**src/rtl/timetag_cmd_pkg.sv**
```systemverilog
// Shared definitions for the command responder: opcodes, reply codes,
// special register addresses and the parser / reply state encodings.
package timetag_cmd_pkg;

  localparam logic [7:0] OP_WRITE     = 8'hAA;
  localparam logic [7:0] OP_READ      = 8'hBB;
  localparam logic [7:0] RSP_ACK      = 8'hAC;
  localparam logic [7:0] RSP_ERR      = 8'hEE;
  localparam logic [7:0] ADDR_VERSION = 8'h0E;
  localparam logic [7:0] ADDR_STATUS  = 8'h0F;

  typedef enum logic [1:0] {
    P_OP   = 2'd0,
    P_ADDR = 2'd1,
    P_DATA = 2'd2,
    P_EXEC = 2'd3
  } parse_state_t;

  typedef enum logic {
    R_IDLE = 1'b0,
    R_SEND = 1'b1
  } reply_state_t;

endpackage

```
**src/rtl/cmd_regfile.sv**
```systemverilog
// Register array for the command responder: one write port, one read mux
// and a flat view of every register for the surrounding logic.
module cmd_regfile
  import timetag_cmd_pkg::*;
#(
  parameter int REG_COUNT = 16
) (
  input  logic                    clk,
  input  logic                    rst_n,
  input  logic                    wr_en,
  input  logic [3:0]              wr_addr,
  input  logic [31:0]             wr_data,
  input  logic [3:0]              rd_addr,
  output logic [31:0]             rd_data,
  output logic [REG_COUNT*32-1:0] regs_flat
);

  logic [31:0] regs [REG_COUNT];

  // Register storage: cleared by reset, written one word at a time.
  always_ff @(posedge clk or negedge rst_n) begin
    if (!rst_n) begin
      for (int i = 0; i < REG_COUNT; i++) regs[i] <= '0;
    end else if (wr_en) begin
      for (int i = 0; i < REG_COUNT; i++)
        if (wr_addr == 4'(i)) regs[i] <= wr_data;
    end
  end

  // Read mux; addresses beyond the array read as zero.
  always_comb begin
    rd_data = '0;
    for (int i = 0; i < REG_COUNT; i++)
      if (rd_addr == 4'(i)) rd_data = regs[i];
  end

  // Flatten the array so register n sits at bits [32n+31:32n].
  always_comb begin
    regs_flat = '0;
    for (int i = 0; i < REG_COUNT; i++) regs_flat[32*i +: 32] = regs[i];
  end

endmodule

```
**src/rtl/cmd_responder.sv**
```systemverilog
// Byte-stream command responder: parses write/read frames from the USB
// interface, executes them against cmd_regfile and streams back a reply.
// Optional feature macro CMD_TIMEOUT_EN: abort partial frames after
// TIMEOUT idle cycles and record it in status bit1.
module cmd_responder
  import timetag_cmd_pkg::*;
#(
  parameter int          REG_COUNT = 16,
  parameter logic [31:0] VERSION   = 32'h0001_0000,
  parameter int          TIMEOUT   = 1024
) (
  input  logic                    fx2_clk,
  input  logic                    reset_n,
  input  logic [7:0]              cmd,
  input  logic                    cmd_wr,
  output logic [7:0]              reply,
  output logic                    reply_rdy,
  input  logic                    reply_ack,
  output logic                    reply_end,
  output logic [REG_COUNT*32-1:0] regs_out,
  output logic                    reg_wr,
  output logic [3:0]              reg_wr_addr
);

  localparam logic [8:0] REG_LIMIT = 9'(REG_COUNT);

  parse_state_t pstate, pnext;
  reply_state_t rstate, rnext;

  logic [7:0]  op_q, addr_q;
  logic [31:0] data_q;
  logic [1:0]  byte_cnt;
  logic [31:0] rd_data;
  logic [31:0] rbuf;
  logic [1:0]  ridx, rlast;
  logic        sts_overrun, sts_timeout;
  logic        abort;

  logic        exec, is_write, is_read, addr_special, addr_in_range, frame_ok;
  logic        status_rd;
  logic [31:0] rsp_data;
  logic [1:0]  rsp_last;

  // ---- Parser: byte capture ----
  // Parser state register.
  always_ff @(posedge fx2_clk or negedge reset_n) begin
    if (!reset_n) pstate <= P_OP;
    else          pstate <= pnext;
  end

  // Parser next state; a strobe during P_EXEC already starts the next frame.
  always_comb begin
    pnext = pstate;
    case (pstate)
      P_OP, P_EXEC: begin
        if (pstate == P_EXEC) pnext = P_OP;
        if (cmd_wr) pnext = (cmd == OP_WRITE || cmd == OP_READ) ? P_ADDR : P_EXEC;
      end
      P_ADDR:  if (cmd_wr) pnext = (op_q == OP_WRITE) ? P_DATA : P_EXEC;
      P_DATA:  if (cmd_wr && byte_cnt == 2'd3) pnext = P_EXEC;
      default: pnext = P_OP;
    endcase
    if (abort) pnext = P_OP;
  end

  // Frame field capture: opcode, address and little-endian write data.
  always_ff @(posedge fx2_clk or negedge reset_n) begin
    if (!reset_n) begin
      op_q     <= '0;
      addr_q   <= '0;
      data_q   <= '0;
      byte_cnt <= '0;
    end else if (cmd_wr) begin
      case (pstate)
        P_OP, P_EXEC: op_q <= cmd;
        P_ADDR: begin
          addr_q   <= cmd;
          byte_cnt <= '0;
        end
        P_DATA: begin
          data_q[8*byte_cnt +: 8] <= cmd;
          byte_cnt                <= byte_cnt + 2'd1;
        end
        default: ;
      endcase
    end
  end

  // ---- Execute: decode the completed frame ----
  // Parser outputs: write strobe and the reply payload for this frame.
  always_comb begin
    exec          = (pstate == P_EXEC);
    is_write      = (op_q == OP_WRITE);
    is_read       = (op_q == OP_READ);
    addr_special  = (addr_q == ADDR_VERSION) || (addr_q == ADDR_STATUS);
    addr_in_range = ({1'b0, addr_q} < REG_LIMIT);
    frame_ok      = (is_write || is_read) && (addr_special || addr_in_range);
    reg_wr        = exec && is_write && addr_in_range && !addr_special;
    reg_wr_addr   = addr_q[3:0];
    status_rd     = exec && frame_ok && is_read && (addr_q == ADDR_STATUS);
    rsp_data      = {24'd0, RSP_ERR};
    rsp_last      = 2'd0;
    if (frame_ok) begin
      if (is_write) begin
        rsp_data = {24'd0, RSP_ACK};
      end else begin
        rsp_last = 2'd3;
        if (addr_q == ADDR_VERSION)     rsp_data = VERSION;
        else if (addr_q == ADDR_STATUS) rsp_data = {30'd0, sts_timeout, sts_overrun};
        else                            rsp_data = rd_data;
      end
    end
  end

  cmd_regfile #(
    .REG_COUNT (REG_COUNT)
  ) u_regfile (
    .clk       (fx2_clk),
    .rst_n     (reset_n),
    .wr_en     (reg_wr),
    .wr_addr   (addr_q[3:0]),
    .wr_data   (data_q),
    .rd_addr   (addr_q[3:0]),
    .rd_data   (rd_data),
    .regs_flat (regs_out)
  );

`ifdef CMD_TIMEOUT_EN
  localparam logic [31:0] TO_LAST = 32'(TIMEOUT - 1);
  logic [31:0] idle_cnt;
  logic        partial;

  assign partial = (pstate == P_ADDR) || (pstate == P_DATA);
  assign abort   = partial && !cmd_wr && (idle_cnt == TO_LAST);

  // Idle-cycle counter for a partially received frame.
  always_ff @(posedge fx2_clk or negedge reset_n) begin
    if (!reset_n)                idle_cnt <= '0;
    else if (!partial || cmd_wr) idle_cnt <= '0;
    else                         idle_cnt <= idle_cnt + 32'd1;
  end

  // Sticky timeout flag, cleared by a status read.
  always_ff @(posedge fx2_clk or negedge reset_n) begin
    if (!reset_n)       sts_timeout <= 1'b0;
    else if (abort)     sts_timeout <= 1'b1;
    else if (status_rd && rstate == R_IDLE) sts_timeout <= 1'b0;
  end
`else
  assign abort       = 1'b0;
  assign sts_timeout = 1'b0;
`endif

  // Sticky overrun flag: set when a finished frame finds a reply in flight.
  always_ff @(posedge fx2_clk or negedge reset_n) begin
    if (!reset_n)                      sts_overrun <= 1'b0;
    else if (exec && rstate == R_SEND) sts_overrun <= 1'b1;
    else if (status_rd)                sts_overrun <= 1'b0;
  end

  // ---- Reply: byte streaming to the USB interface ----
  // Reply state register.
  always_ff @(posedge fx2_clk or negedge reset_n) begin
    if (!reset_n) rstate <= R_IDLE;
    else          rstate <= rnext;
  end

  // Reply next state: load on execute, leave after the last byte is acked.
  always_comb begin
    rnext = rstate;
    case (rstate)
      R_IDLE:  if (exec) rnext = R_SEND;
      R_SEND:  if (reply_ack && ridx == rlast) rnext = R_IDLE;
      default: rnext = R_IDLE;
    endcase
  end

  // Reply buffer and byte index.
  always_ff @(posedge fx2_clk or negedge reset_n) begin
    if (!reset_n) begin
      rbuf  <= '0;
      ridx  <= '0;
      rlast <= '0;
    end else if (exec && rstate == R_IDLE) begin
      rbuf  <= rsp_data;
      rlast <= rsp_last;
      ridx  <= '0;
    end else if (rstate == R_SEND && reply_ack) begin
      ridx  <= ridx + 2'd1;
    end
  end

  // Reply outputs, driven only while a reply is being sent.
  always_comb begin
    reply_rdy = (rstate == R_SEND);
    reply_end = (rstate == R_SEND) && (ridx == rlast);
    reply     = (rstate == R_SEND) ? rbuf[8*ridx +: 8] : 8'h00;
  end

endmodule

```
**config.mk**
```make
export PLATFORM = sky130hd
export DESIGN_NAME = cmd_responder
export DESIGN_NICKNAME = d
export VERILOG_FILES = /design/src/rtl/timetag_cmd_pkg.sv /design/src/rtl/cmd_regfile.sv /design/src/rtl/cmd_responder.sv
export SDC_FILE = /design/constraint.sdc
export NUM_CORES = 1
export LEC_CHECK = 0
export CAP_MARGIN = 20
export CORE_ASPECT_RATIO = 1.75
export CORE_UTILIZATION = 55
export CTS_CLUSTER_SIZE = 16
export DETAILED_ROUTE_END_ITERATION = 8
export PLACE_DENSITY = 0.85
export REMOVE_ABC_BUFFERS = 1
export SLEW_MARGIN = 30
export SYNTH_ARGS = -nofsm -noshare
export SYNTH_HDL_FRONTEND = slang
export SYNTH_SLANG_ARGS = --single-unit
export TNS_END_PERCENT = 20
```
**constraint.sdc**
```tcl
create_clock -name fx2_clk -period 6.3 [get_ports fx2_clk]
set_input_delay 0.63 -clock fx2_clk [delete_from_list [all_inputs] [get_ports fx2_clk]]
set_output_delay 0.63 -clock fx2_clk [all_outputs]
set_load 0.01 [all_outputs]
```
==> results by stage, run 1 <==
Status:
- The flow ran to the end, and the final reports show no timing, DRC or antenna violations.

Worst setup path:
- The most critical setup path has its endpoint at reg_wr_addr[1].
- The arrival time at the worst endpoint is roughly 3.4 ns.
- In this run the critical register-to-register path is launched from addr_q[1].
- On the critical path, the stage with the largest delay is an instance of sky130_fd_sc_hd__dfrtp_4.
- The worst setup path is captured at a primary output.
- The signal on the critical path passes through buf_4, buf_4, clkdlybuf4s50_1.
- The minimum setup slack among reg-to-reg paths is between 2 and 2.5 ns.
- STA classifies the critical path startpoint as a flip-flop.
- Data on the critical path is required at its endpoint by roughly 5.7 ns.
- The critical path launch point is addr_q[1].
- The worst register-to-register path has a depth of 7.
- The critical path is of the flip-flop to primary output type.
- Along the worst path, the maximum fanout reaches 45.
- The most frequent cell on the critical path is sky130_fd_sc_hd__buf_4.
- The destination of the worst register-to-register timing path is rbuf[8].
- In this design, the stage delay of the slowest critical-path cell is 0.82 ns.

CTS:
- Post-CTS repair changed the size of 0 cells.
- The clock passes through at most 3 buffers.
- The post-CTS setup buffer count is 0.
- The H-tree was split into 2 levels.
- The tree built by TritonCTS fans out to about 600 sinks.
- The number of buffers added by the clock tree synthesis step is 53.
- The post-CTS clock slew at the launch and capture registers of the worst setup and hold paths is around 0.07 ns.
- TritonCTS built the clock tree.
- The CTS root buffer is sky130_fd_sc_hd__clkbuf_16.
- The clock reaches the later pin of the worst-skew pair after 0.61 ns.
- After clock tree synthesis, the flow added hold-fix buffers numbering 0.

Placement:
- The routability-driven placement congestion ratio is approximately 0.95.
- Summing all placed instances gives a cell area of between 30,000 and 40,000 sq um.
- Before CTS, the worst setup slack after placement is roughly 2.5 ns.
- The HPWL after detailed placement is between 70 and 80 mm.
- Buffers placed on the I/O ports in this run total around 540.

Detailed routing:
- For this block, the routed nets add up to slightly above 100 mm of wire.
- The detailed router finished its first iteration with 2,222 violations.
- The count of nets left with antenna violations once routing finished came out at 0.
- After detailed routing, the number of remaining DRC violations is 0.
- The total number of vias is between 20,000 and 25,000.
- Dividing the detail-routed wire length by the instance count gives 32.7 um.
- In the routed layout, each cell is associated on average with a via count of roughly 6.7.
- The first-pass iteration count of the detailed router is 6.

STA:
- Setup repair after global routing left no endpoint under its margin.
- The final critical path takes up about two thirds of the cycle.
- Adding up every negative setup slack in the final design gives 0 ns.
- The number of slew-limit violations in the final report came to 0.
- The setup slack after layout is about 2.2 ns.
- The maximum frequency from static timing analysis is around 0.25 GHz.
- The relative slew slack is between 20% and 30%.
- The hold violation total from the final report is 0.
- For the final database, setup skew stands at 0.0275 ns.
- The number of endpoints failing setup at the final stage is 0.
- For the pin with the worst max-slew slack, the measured transition is between 1 and 1.5 ns.
- The worst path needs 4.07 ns of the cycle, external delays included.
- Final hold analysis gives a worst-case slack of between 0.05 and 0.06 ns.

Finish:
- In the final layout, the multi-input gates occupy 10,900 sq um.
- The sequential standard cell area is 15,100 sq um.
- The filler cell count in the final layout is between 3,000 and 4,000.
- The share of post-route cells with drive strength above 1 is between 20% and 30%.
- The post-layout net count is 2,494.
- The synthesis-to-layout area growth is 28.3%.
- The area of all placed cells without fillers is approximately 34,000 sq um.

Flow run:
- The max capacitance violation total is 0.

GRT:
- The combined global-route utilization of all metal layers is a little over two fifths.
- The global-route wire length before repair is about 150 mm.
- The via count of the first global-routing pass is between 20,000 and 25,000.
- The initial antenna violation count was 3.
- The overall overflow remaining after global route is 0.
- The largest net degree at the start of global routing is between 150 and 200.

Yosys:
- Synthesis instantiated 72 different standard cells from the library.
- Counting instances in the post-synthesis netlist gives the leading cell types as sky130_fd_sc_hd__dfrtp_1, sky130_fd_sc_hd__mux2_2, sky130_fd_sc_hd__clkbuf_1.
- The synthesized instance count is ~2,100.
- Counting flops with a built-in enable in the synthesized netlist gives 0.
- The top cell type by area accounts for between 50% and 60% of the synthesized area.
- The synthesized area per cell is 13.0 sq um.
- For this run, the register share of the synthesized area comes to between 50 and 60%.
- After synthesis the netlist holds a flip-flop and latch count of between 600 and 700.
- In the post-synthesis netlist, the biggest area contributors are sky130_fd_sc_hd__dfrtp_1, sky130_fd_sc_hd__mux2_2, sky130_fd_sc_hd__mux4_2, sky130_fd_sc_hd__clkbuf_1, sky130_fd_sc_hd__o21ai_0.
- The synthesized netlist occupies a cell area of about 27,000 sq um.
- The biggest area contributor in the post-synthesis netlist is sky130_fd_sc_hd__dfrtp_1.
- The dominant synthesized flop cell is sky130_fd_sc_hd__dfrtp_1.
- sky130_fd_sc_hd__dfrtp_1 is the most common cell in the netlist.
- In the synthesized netlist the async set-or-reset flop fraction comes to between 90% and 100%.
- For this run, the number of Yosys warnings is 0.

Die:
- The y dimension of the die is ~300 um.
- The starting density of the core is 56.0%.
- The full die area is 49,800 sq um.
- The horizontal die dimension is about 170 um.
- The core area is slightly below 50,000 sq um.
- The total I/O pin count is 539.
- The initialized floorplan defines 106 standard-cell rows.

Pwr:
- Summed over all cells, the static leakage comes to ~15 nW.
- The maximum ir drop on the vdd rail is approximately 0.27 mV.
- The power per standard cell area is a little over 300 nW/um^2.

Worst hold path:
- The class of the tightest hold or removal check is input port to asynchronous set/reset pin.
[flip-flops by register name, summed over array words and instances, names as in the netlist]
signal	cells
sts_overrun	1
reply_rdy	1
rbuf	32
addr_q	8
pstate	2
ridx	2
data_q	32
byte_cnt	2
op_q	8
rlast	1
u_regfile.regs_flat	512
[metal layers]
layer | part of all wire (%) | track usage [%] | vias up
li1 | - | - | 8352
met3 | 8.8 | 7.90 | 562
met1 | 33 | 47.1 | 10753
met5 | 0.034 | 0 | -
met2 | 47 | 67.0 | 1639
met4 | 11 | 36.9 | 4
[worst min-delay path by stage]
stage,startpoint,end,slack [ns],cells after the start
after floorplan,reset_n,addr_q[0],0.33,0
after global placement,u_regfile.regs_flat[456],u_regfile.regs_flat[456],0.36,0
after detailed placement,u_regfile.regs_flat[479],u_regfile.regs_flat[479],0.36,0
after CTS,reset_n,rbuf[3],0.07,1
after global routing,reset_n,u_regfile.regs_flat[136],0.12,1
final,reset_n,u_regfile.regs_flat[136],0.06,1
[per-stage QoR]
| stage | instances | utilization (%) | power (mW) |
|---|---|---|---|
| 6_report | 3166 | 71.8 | 10.7 |
| 4_1_cts | 3164 | 71.7 | 10.6 |
| 5_1_grt | 3165 | 71.8 | 11.0 |
| 3_5_place_dp | 3066 | 68.0 | 7.23 |
| 2_1_floorplan | 1829 | - | 5.82 |
| 3_3_place_gp | 3064 | 67.9 | 7.16 |
[report_power, final]
part	switching [mW]	total, mW	internal [mW]
Sequential	0.494	4.47	3.98
Clock	1.48	3.42	1.93
Combinational	1.96	2.86	0.898
Total	3.94	10.7	6.81
[worst max-delay path: cells and delay by family (launching register included)]
family / cells / cell delay (ns)
flops: 1 / 0.82
buf+inv: 3 / 1.89
[final cells by class]
class                           instances  share of cell area (%)
Sequential cell                       601                    43.6
Multi-Input combinational cell       1208                    31.5
Timing Repair Buffer                  590                    17.0
Inverter                               20                   0.218
Clock buffer                           79                    4.57
Antenna cell                            1                 0.00726
Tap cell                              648                    2.35
Clock inverter                         19                   0.657
[kinds of logic (layout without fill, tap and decap cells)]
logic type      Yosys count  after routing  share of synthesized area (%)
compound gates          390            390                           10.2
xor+xnor                  3              3                         0.0978
fa+ha+maj                 8              8                          0.372
buf+inv                 257            708                           4.01
flops                   601            601                           55.9
mux                     535            535                           23.7
other cells               0              1                              0
simple gates            272            272                           5.74
[layout by cell type, fill, tap and decap left out, types with 8 or more instances in the layout]
cell type / n
sky130_fd_sc_hd__a2111oi_0: 9
sky130_fd_sc_hd__a211o_1: 11
sky130_fd_sc_hd__a211oi_1: 10
sky130_fd_sc_hd__a21o_1: 10
sky130_fd_sc_hd__a21oi_1: 59
sky130_fd_sc_hd__a221oi_1: 11
sky130_fd_sc_hd__a22o_1: 41
sky130_fd_sc_hd__a22oi_1: 43
sky130_fd_sc_hd__and2_1: 11
sky130_fd_sc_hd__and3_1: 8
sky130_fd_sc_hd__buf_4: 43
sky130_fd_sc_hd__clkbuf_1: 13
sky130_fd_sc_hd__clkbuf_16: 55
sky130_fd_sc_hd__clkbuf_8: 11
sky130_fd_sc_hd__clkdlybuf4s50_1: 537
sky130_fd_sc_hd__clkinv_2: 12
sky130_fd_sc_hd__dfrtp_1: 597
sky130_fd_sc_hd__ha_1: 8
sky130_fd_sc_hd__inv_1: 20
sky130_fd_sc_hd__mux2_1: 32
sky130_fd_sc_hd__mux2_2: 445
sky130_fd_sc_hd__mux2i_1: 25
sky130_fd_sc_hd__mux4_2: 33
sky130_fd_sc_hd__nand2_1: 88
sky130_fd_sc_hd__nand2b_1: 25
sky130_fd_sc_hd__nand3_1: 23
sky130_fd_sc_hd__nor2_1: 29
sky130_fd_sc_hd__nor2b_1: 18
sky130_fd_sc_hd__nor3_4: 13
sky130_fd_sc_hd__o2111a_1: 8
sky130_fd_sc_hd__o21ai_0: 85
sky130_fd_sc_hd__o22a_1: 17
sky130_fd_sc_hd__o22ai_1: 24
Note: power is estimated with default switching activity, not from simulation.
==> inputs of run 2 (changes only) <==
- CORE_UTILIZATION: 55 -> 52
- PLACE_DENSITY: 0.85 -> 0.81
- clock period: 6.3 -> 4 ns (I/O delays scaled with it)
==> results by stage, run 2 (synthesis results as in run 1) <==
Status:
- The flow ran to the end, and the final reports show no timing, DRC or antenna violations.

STA:
- After layout, the minimum clock period comes to around 3.3 ns.
- The setup clock skew after layout is 0.0254 ns (-0.00208 ns).
- Setup repair after global routing left no endpoint under its margin.
- The hold violation total from the final report is 0 (unchanged).
- The number of slew-limit violations in the final report is 0 (unchanged).
- For this run, the top clock speed supported by timing is a little over 0.3 GHz.
- The number of endpoints failing setup at the final stage was 0 (unchanged).
- The relative slew slack was 37.4% (+11 points).
- The measured slew at the worst slew-check pin is 0.931 ns (-0.173 ns).
- The final critical path takes up approximately four fifths of the cycle.

CTS:
- The maximum buffer depth of the clock tree is 3 (unchanged).
- The TritonCTS sink count is 601 (unchanged).
- The CTS root buffer is sky130_fd_sc_hd__clkbuf_16.
- The post-CTS setup buffer count came to 0 (unchanged).
- TritonCTS built the clock tree.
- The maximum level of the CTS H-tree is 2 (unchanged).
- The worst-skew pair later-pin latency is 0.61 ns (about the same).
- The post-CTS clock slew at the launch and capture registers of the worst setup and hold paths was 0.07 ns (about the same).
- The number of buffers added by the clock tree synthesis step is 53 (unchanged).

Pwr:
- The power per standard cell area is 489 nW/um^2 (+57%).
- The internal power component came to 10.8 mW (+59%).
- The switching portion of total power is 36.4% (-0.23 points).
- The portion of total power attributed to the clock network is 31.5% (-0.3 points).
- The static leakage power is 15.6 nW (+1.2%).
- The total power of the final layout is 17.0 mW (+58%).
- The share of total power in combinational logic is 26.9% (+0.3 points).
- The maximum ir drop on the vdd rail is 0.475 mV (+79%).
- The portion of total power attributed to sequential cells was 41.6% (about the same).
- The net switching power figure is 6.19 mW (+57%).

Finish:
- In the layout the commonest cells are sky130_fd_sc_hd__dfrtp_1, sky130_fd_sc_hd__clkdlybuf4s50_1, sky130_fd_sc_hd__mux2_2, sky130_fd_sc_hd__nand2_1, sky130_fd_sc_hd__o21ai_0.
- The share of post-route cells with drive strength above 1 came to 27.3% (+1.2 points).
- The post-layout net count is 2,533 (+1.6%).
- Leaving out fill and tap cells, the most frequent cell in the layout is sky130_fd_sc_hd__dfrtp_1.
- The synthesis-to-layout area growth is 29.4%.
- The area of all placed cells without fillers is 34,800 sq um (+0.91%).
- The filler cell count in the final layout is 3,694 (+11%).
- The total inserted antenna cells is 0 (-1).
- The flip-flop count of the largest register, all copies and words added is 512 (unchanged).

Worst setup path:
- The path depth of the worst reg2reg path was 6 (-1).
- The required time of the worst setup path is 3.60 ns (-2.07 ns).
- The destination of the worst register-to-register timing path is u_regfile.regs_flat[61].
- The highest fanout seen on the critical path is 13 (-71%).
- The startpoint of the most critical register-to-register path is addr_q[5].
- The minimum setup slack among reg-to-reg paths is 0.82 ns (-1.53 ns).
- The type of element launching the critical path is a flip-flop.
- STA classifies the critical path endpoint as a primary output.
- The type of the worst setup path is flip-flop to primary output.
- The arrival time at the worst endpoint is 2.88 ns (-0.56 ns).

Detailed routing:
- The first-pass iteration count of the detailed router is 6 (unchanged).
- The detailed router's first-iteration violation count is 2,114 (-4.9%).
- The total wire length after detailed routing is 103 mm (-0.86%).
- The wire length per cell is 31.8 um (-2.5%).
- The detailed-route vias per instance is 6.53 (-3.0%).
- The remaining antenna violation count after routing is 0 (unchanged).
- The number of design rule violations left after detail routing is 0 (unchanged).
- The total number of vias is 21,026 (-1.3%).

GRT:
- The combined global-route utilization of all metal layers is 39.1% (-2.5 points).
- The initial antenna violation count is 0 (-3).
- The overall overflow remaining after global route was 0 (unchanged).
- The via count of the first global-routing pass is 21,930 (-0.44%).
- The global-route wire length before repair is 149 mm (-0.15%).
- The largest net degree at the start of global routing was 119 (-28%).

Die:
- The horizontal die dimension was 174 um (+2.8%).
- The core area came to 50,700 sq um (+5.7%).
- The total I/O pin count is 539 (unchanged).
- The number of placement rows is 109 (+2.8%).
- The full die area came to 52,600 sq um (+5.7%).
- The starting density of the core is 53.0% (-3.0 points).
- The y dimension of the die was 303 um (+2.8%).

Placement:
- The total cell area at the placement stage was 32,900 sq um (+0.93%).
- The routability-driven placement congestion ratio is 0.965 (+1.3%).
- The count of input and output buffers is 538 (unchanged).
- The estimated wirelength of the detail-placed design is 72.4 mm (+2.7%).

Worst hold path:
- The class of the tightest hold or removal check is input port to asynchronous set/reset pin.

Flow run:
- The max capacitance violation total is 0 (unchanged).
## run 2: power by group through the flow
stage / Sequential (mW) / Clock, mW / Combinational [mW]
finish: 7.08 / 5.35 / 4.58
global route: 7.11 / 5.61 / 4.69
CTS: 7.04 / 5.40 / 4.40
detailed placement: 7.16 / 0 / 4.37
global placement: 7.14 / 0 / 4.31
floorplan: 7.07 / 0 / 2.09
## run 2: cell type report
cell class	count	area, sq um	share of cell area (%)
multi-input combinational	1208	10800	31.2
sequential	601	15100	43.3
inverter	20	75.1	0.216
tap	666	833	2.39
timing repair buffer	629	6180	17.8
clock buffer	77	1600	4.60
clock inverter	18	210	0.604
## run 2: metrics by stage
stage               std cells  TNS, ns  hold WS, ns  utilization (%)  worst slack [ns]
finish                   3219        0        0.269             68.6             0.721
global route             3219        0        0.317             68.6             0.667
detailed placement       3122        0        0.365             64.9             0.875
floorplan                1829  -589.57        0.104                -             -2.11
CTS                      3218        0        0.379             68.5             0.761
global placement         3122        0        0.364             64.9             0.967
## run 2: timing repair
item | in CTS | in global routing
endpoints found under the hold margin | 93 | 0
gates resized for setup | 0 | 0
hold buffers | 1 | 0
## run 2: worst max-delay path by stage
stage | from | to | slack, ns | depth (start not counted)
global route | ridx[0] | reply[0] | 0.67 | 3
finish | ridx[0] | reply[0] | 0.72 | 3
CTS | ridx[0] | reply[7] | 0.76 | 3
detailed placement | addr_q[5] | u_regfile.regs_flat[59] | 0.87 | 6
global placement | addr_q[5] | u_regfile.regs_flat[352] | 0.97 | 6
floorplan | addr_q[0] | u_regfile.regs_flat[100] | -2.11 | 3
## run 2: worst max-delay path, stage by stage, from the launching register on
cell                              delay, ns
sky130_fd_sc_hd__dfrtp_1               0.91
sky130_fd_sc_hd__mux4_2                0.59
sky130_fd_sc_hd__and2_1                0.16
sky130_fd_sc_hd__clkdlybuf4s50_1       0.61
## run 2: routing by layer
layer	track usage [%]	vias up	share of wire [%]
met5	0	-	0
met4	29.9	0	9.4
met3	7.81	481	8.3
met2	65.0	1459	48
met1	44.5	10667	34
li1	-	8419	-
==> inputs of run 3 (changes only) <==
- clock period: 4 -> 3.2 ns (I/O delays scaled with it)
==> results by stage, run 3 (synthesis results as in run 1) <==
GRT:
- The via count of the first global-routing pass is 21,916 (-0.064%).
- The global-route wire length before repair came to 148 mm (-0.34%).
- The combined global-route utilization of all metal layers was 38.9% (-0.13 points).
- The overall overflow remaining after global route is 0 (unchanged).
- The initial antenna violation count is 2 (+2).
- The largest net degree at the start of global routing was 83 (-30%).

Die:
- The y dimension of the die is 303 um (unchanged).
- The starting density of the core is 53.0% (unchanged).
- The full die area is 52,600 sq um (unchanged).
- The number of placement rows is 109 (unchanged).
- The core area is 50,700 sq um (unchanged).
- The total I/O pin count is 539 (unchanged).
- The horizontal die dimension came to 174 um (unchanged).

Worst setup path:
- The path depth of the worst reg2reg path was 5 (-1).
- The highest fanout seen on the critical path is 6 (-7).
- The capturing element type of the critical path is a primary output.
- The minimum setup slack among reg-to-reg paths is 0.12 ns (-0.70 ns).
- The type of the worst setup path is flip-flop to primary output.
- The required time of the worst setup path is 2.88 ns (-0.72 ns).
- The endpoint identified for the worst register-to-register timing path is rbuf[1].
- The worst setup path is launched from a flip-flop.
- The arrival time at the worst endpoint was 2.82 ns (-0.06 ns).
- The startpoint of the most critical register-to-register path is addr_q[0].

Worst hold path:
- The path class of the tightest hold or removal check is input port to asynchronous set/reset pin.

STA:
- The measured slew at the worst slew-check pin is 1.07 ns (+0.139 ns).
- The maximum frequency from static timing analysis is 0.318 GHz.
- The relative slew slack was 28.4% (-9.0 points).
- Setup repair after global routing left no endpoint under its margin.
- The hold violation total from the final report came to 0 (unchanged).
- The number of slew-limit violations in the final report is 0 (unchanged).
- The ratio of final minimum period to clock period is between 90 and 100%.
- The number of endpoints failing setup at the final stage is 0 (unchanged).
- The setup clock skew after layout came to 0.0152 ns (-0.0102 ns).
- The setup slack after layout is 0.0558 ns (-0.665 ns).
- For the finished layout, the period the worst path requires is ~3.1 ns.

Pwr:
- The net switching power figure was 7.91 mW (+28%).
- The maximum ir drop on the vdd rail is 0.543 mV (+14%).
- The internal power component is 13.9 mW (+29%).
- The switching portion of total power is 36.2% (-0.16 points).
- The share of total power in combinational logic is 28.0% (+1.1 points).
- The total power of the final layout was 21.8 mW (+28%).
- The portion of total power attributed to the clock network was 32.2% (+0.7 points).
- The static leakage power is 15.8 nW (+1.4%).
- The portion of total power attributed to sequential cells is 39.8% (-1.8 points).
- The power per standard cell area is 620 nW/um^2 (+27%).

Flow run:
- The max capacitance violation total came to 0 (unchanged).

Status:
- The flow ran to the end, and the final reports show no timing, DRC or antenna violations.

Finish:
- The post-layout net count was 2,568 (+1.4%).
- Leaving out fill and tap cells, the most frequent cells in the layout are sky130_fd_sc_hd__dfrtp_1, sky130_fd_sc_hd__clkdlybuf4s50_1, sky130_fd_sc_hd__mux2_2, sky130_fd_sc_hd__buf_4, sky130_fd_sc_hd__nand2_1.
- The library cell used most frequently in the layout, excluding fill and tap cells, is sky130_fd_sc_hd__dfrtp_1.
- The number of standard cells in the final layout excluding fillers is 3,260 (+1.3%).
- The final design utilization was 69.4% (+0.79 points).
- The share of post-route cells with drive strength above 1 is 28.3% (+1.0 points).
- The flip-flop count of the largest register, all copies and words added came to 512 (unchanged).
- The synthesis-to-layout area growth is 30.9%.

CTS:
- The CTS root buffer is sky130_fd_sc_hd__clkbuf_16.
- The maximum buffer depth of the clock tree was 3 (unchanged).
- The TritonCTS sink count was 601 (unchanged).
- The post-CTS clock slew at the launch and capture registers of the worst setup and hold paths is 0.07 ns (about the same).
- The number of buffers added by the clock tree synthesis step is 55 (+3.8%).
- The worst-skew pair later-pin latency came to 0.62 ns (about the same).
- TritonCTS built the clock tree.
- The maximum level of the CTS H-tree is 2 (unchanged).

Detailed routing:
- The first-pass iteration count of the detailed router is 6 (unchanged).
- The number of design rule violations left after detail routing was 0 (unchanged).
- The detailed-route vias per instance is 6.46 (-1.1%).
- The detailed router's first-iteration violation count came to 2,042 (-3.4%).
- The total wire length after detailed routing is 102 mm (about the same).
- The remaining antenna violation count after routing was 0 (unchanged).
- The wire length per cell is 31.4 um (-1.4%).
- The total number of vias came to 21,052 (+0.12%).

Placement:
- The estimated wirelength of the detail-placed design is 72.8 mm (+0.50%).
- The count of input and output buffers is 538 (unchanged).
- The routability-driven placement congestion ratio is 0.946 (-2.0%).
- The pre-CTS setup slack is 0.310 ns (-0.565 ns).
- The number of placed instances, taps included is 3,156 (+1.1%).
-- run 3: cell count changes in the layout (fill, tap and decap cells not counted), moves of 2 or more --
| cell | before | now |
|---|---|---|
| sky130_fd_sc_hd__buf_12 | 7 | 12 |
| sky130_fd_sc_hd__buf_4 | 82 | 111 |
| sky130_fd_sc_hd__clkbuf_1 | 8 | 10 |
| sky130_fd_sc_hd__clkinv_2 | 8 | 6 |
| sky130_fd_sc_hd__clkinv_4 | 0 | 2 |
| sky130_fd_sc_hd__clkinv_8 | 0 | 2 |
-- run 3: final cells by class --
cell class              instances  area, sq um
diodes                          1         2.50
clock buffers                  81         1650
clock inverters                21          277
fillers                      3616        15500
inverters                      20         75.1
multi-input cells            1208        10800
flip-flops and latches        601        15100
well taps                     666          833
repair buffers                662         6470
-- run 3: routing by layer --
metal  part of all wire (%)  GRT usage (%)  routed length, um
met5                  0.012              0                 12
met3                    8.0           7.49               8140
met1                     34           44.0              34600
met2                     49           65.3              50600
met4                    8.9           30.2               9120
-- run 3: per-stage QoR --
stage	TNS [ns]	area (sq um)	hold WS (ns)
floorplan	-975.40	25900	0.0244
global placement	0	33300	0.364
detailed placement	0	33300	0.364
CTS	0	35200	0.326
global route	0	35200	0.356
finish	0	35200	0.291
-- run 3: critical path, cell delays in order, from the launching register on --
cell and delay (ns):
sky130_fd_sc_hd__dfrtp_1 0.37, sky130_fd_sc_hd__or4_4 0.58, sky130_fd_sc_hd__nor3_4 0.29, sky130_fd_sc_hd__and4_1 0.31
sky130_fd_sc_hd__clkdlybuf4s50_1 0.65
-- run 3: how the worst max path moves through the flow --
stage               startpoint                        to  slack, ns
floorplan            addr_q[0]  u_regfile.regs_flat[100]      -2.91
global placement     addr_q[5]  u_regfile.regs_flat[330]       0.35
detailed placement   addr_q[5]  u_regfile.regs_flat[344]       0.31
CTS                  addr_q[5]                    reg_wr       0.04
global route         addr_q[5]                    reg_wr      0.003
finish               addr_q[5]                    reg_wr       0.06
-- run 3: power by group through the flow --
stage / clock [mW] / sequential, mW / combinational [mW]
global placement: 0 / 8.76 / 5.82
global route: 7.36 / 8.71 / 6.28
finish: 7.02 / 8.69 / 6.12
CTS: 7.08 / 8.66 / 5.92
floorplan: 0 / 8.84 / 2.61
detailed placement: 0 / 8.80 / 5.89
-- run 3: repair_timing --
item,CTS,global route
hold buffers,1,0
setup endpoints to repair,4,0
buffers inserted,0,0
resized for setup,1,0
hold endpoints to repair,68,0
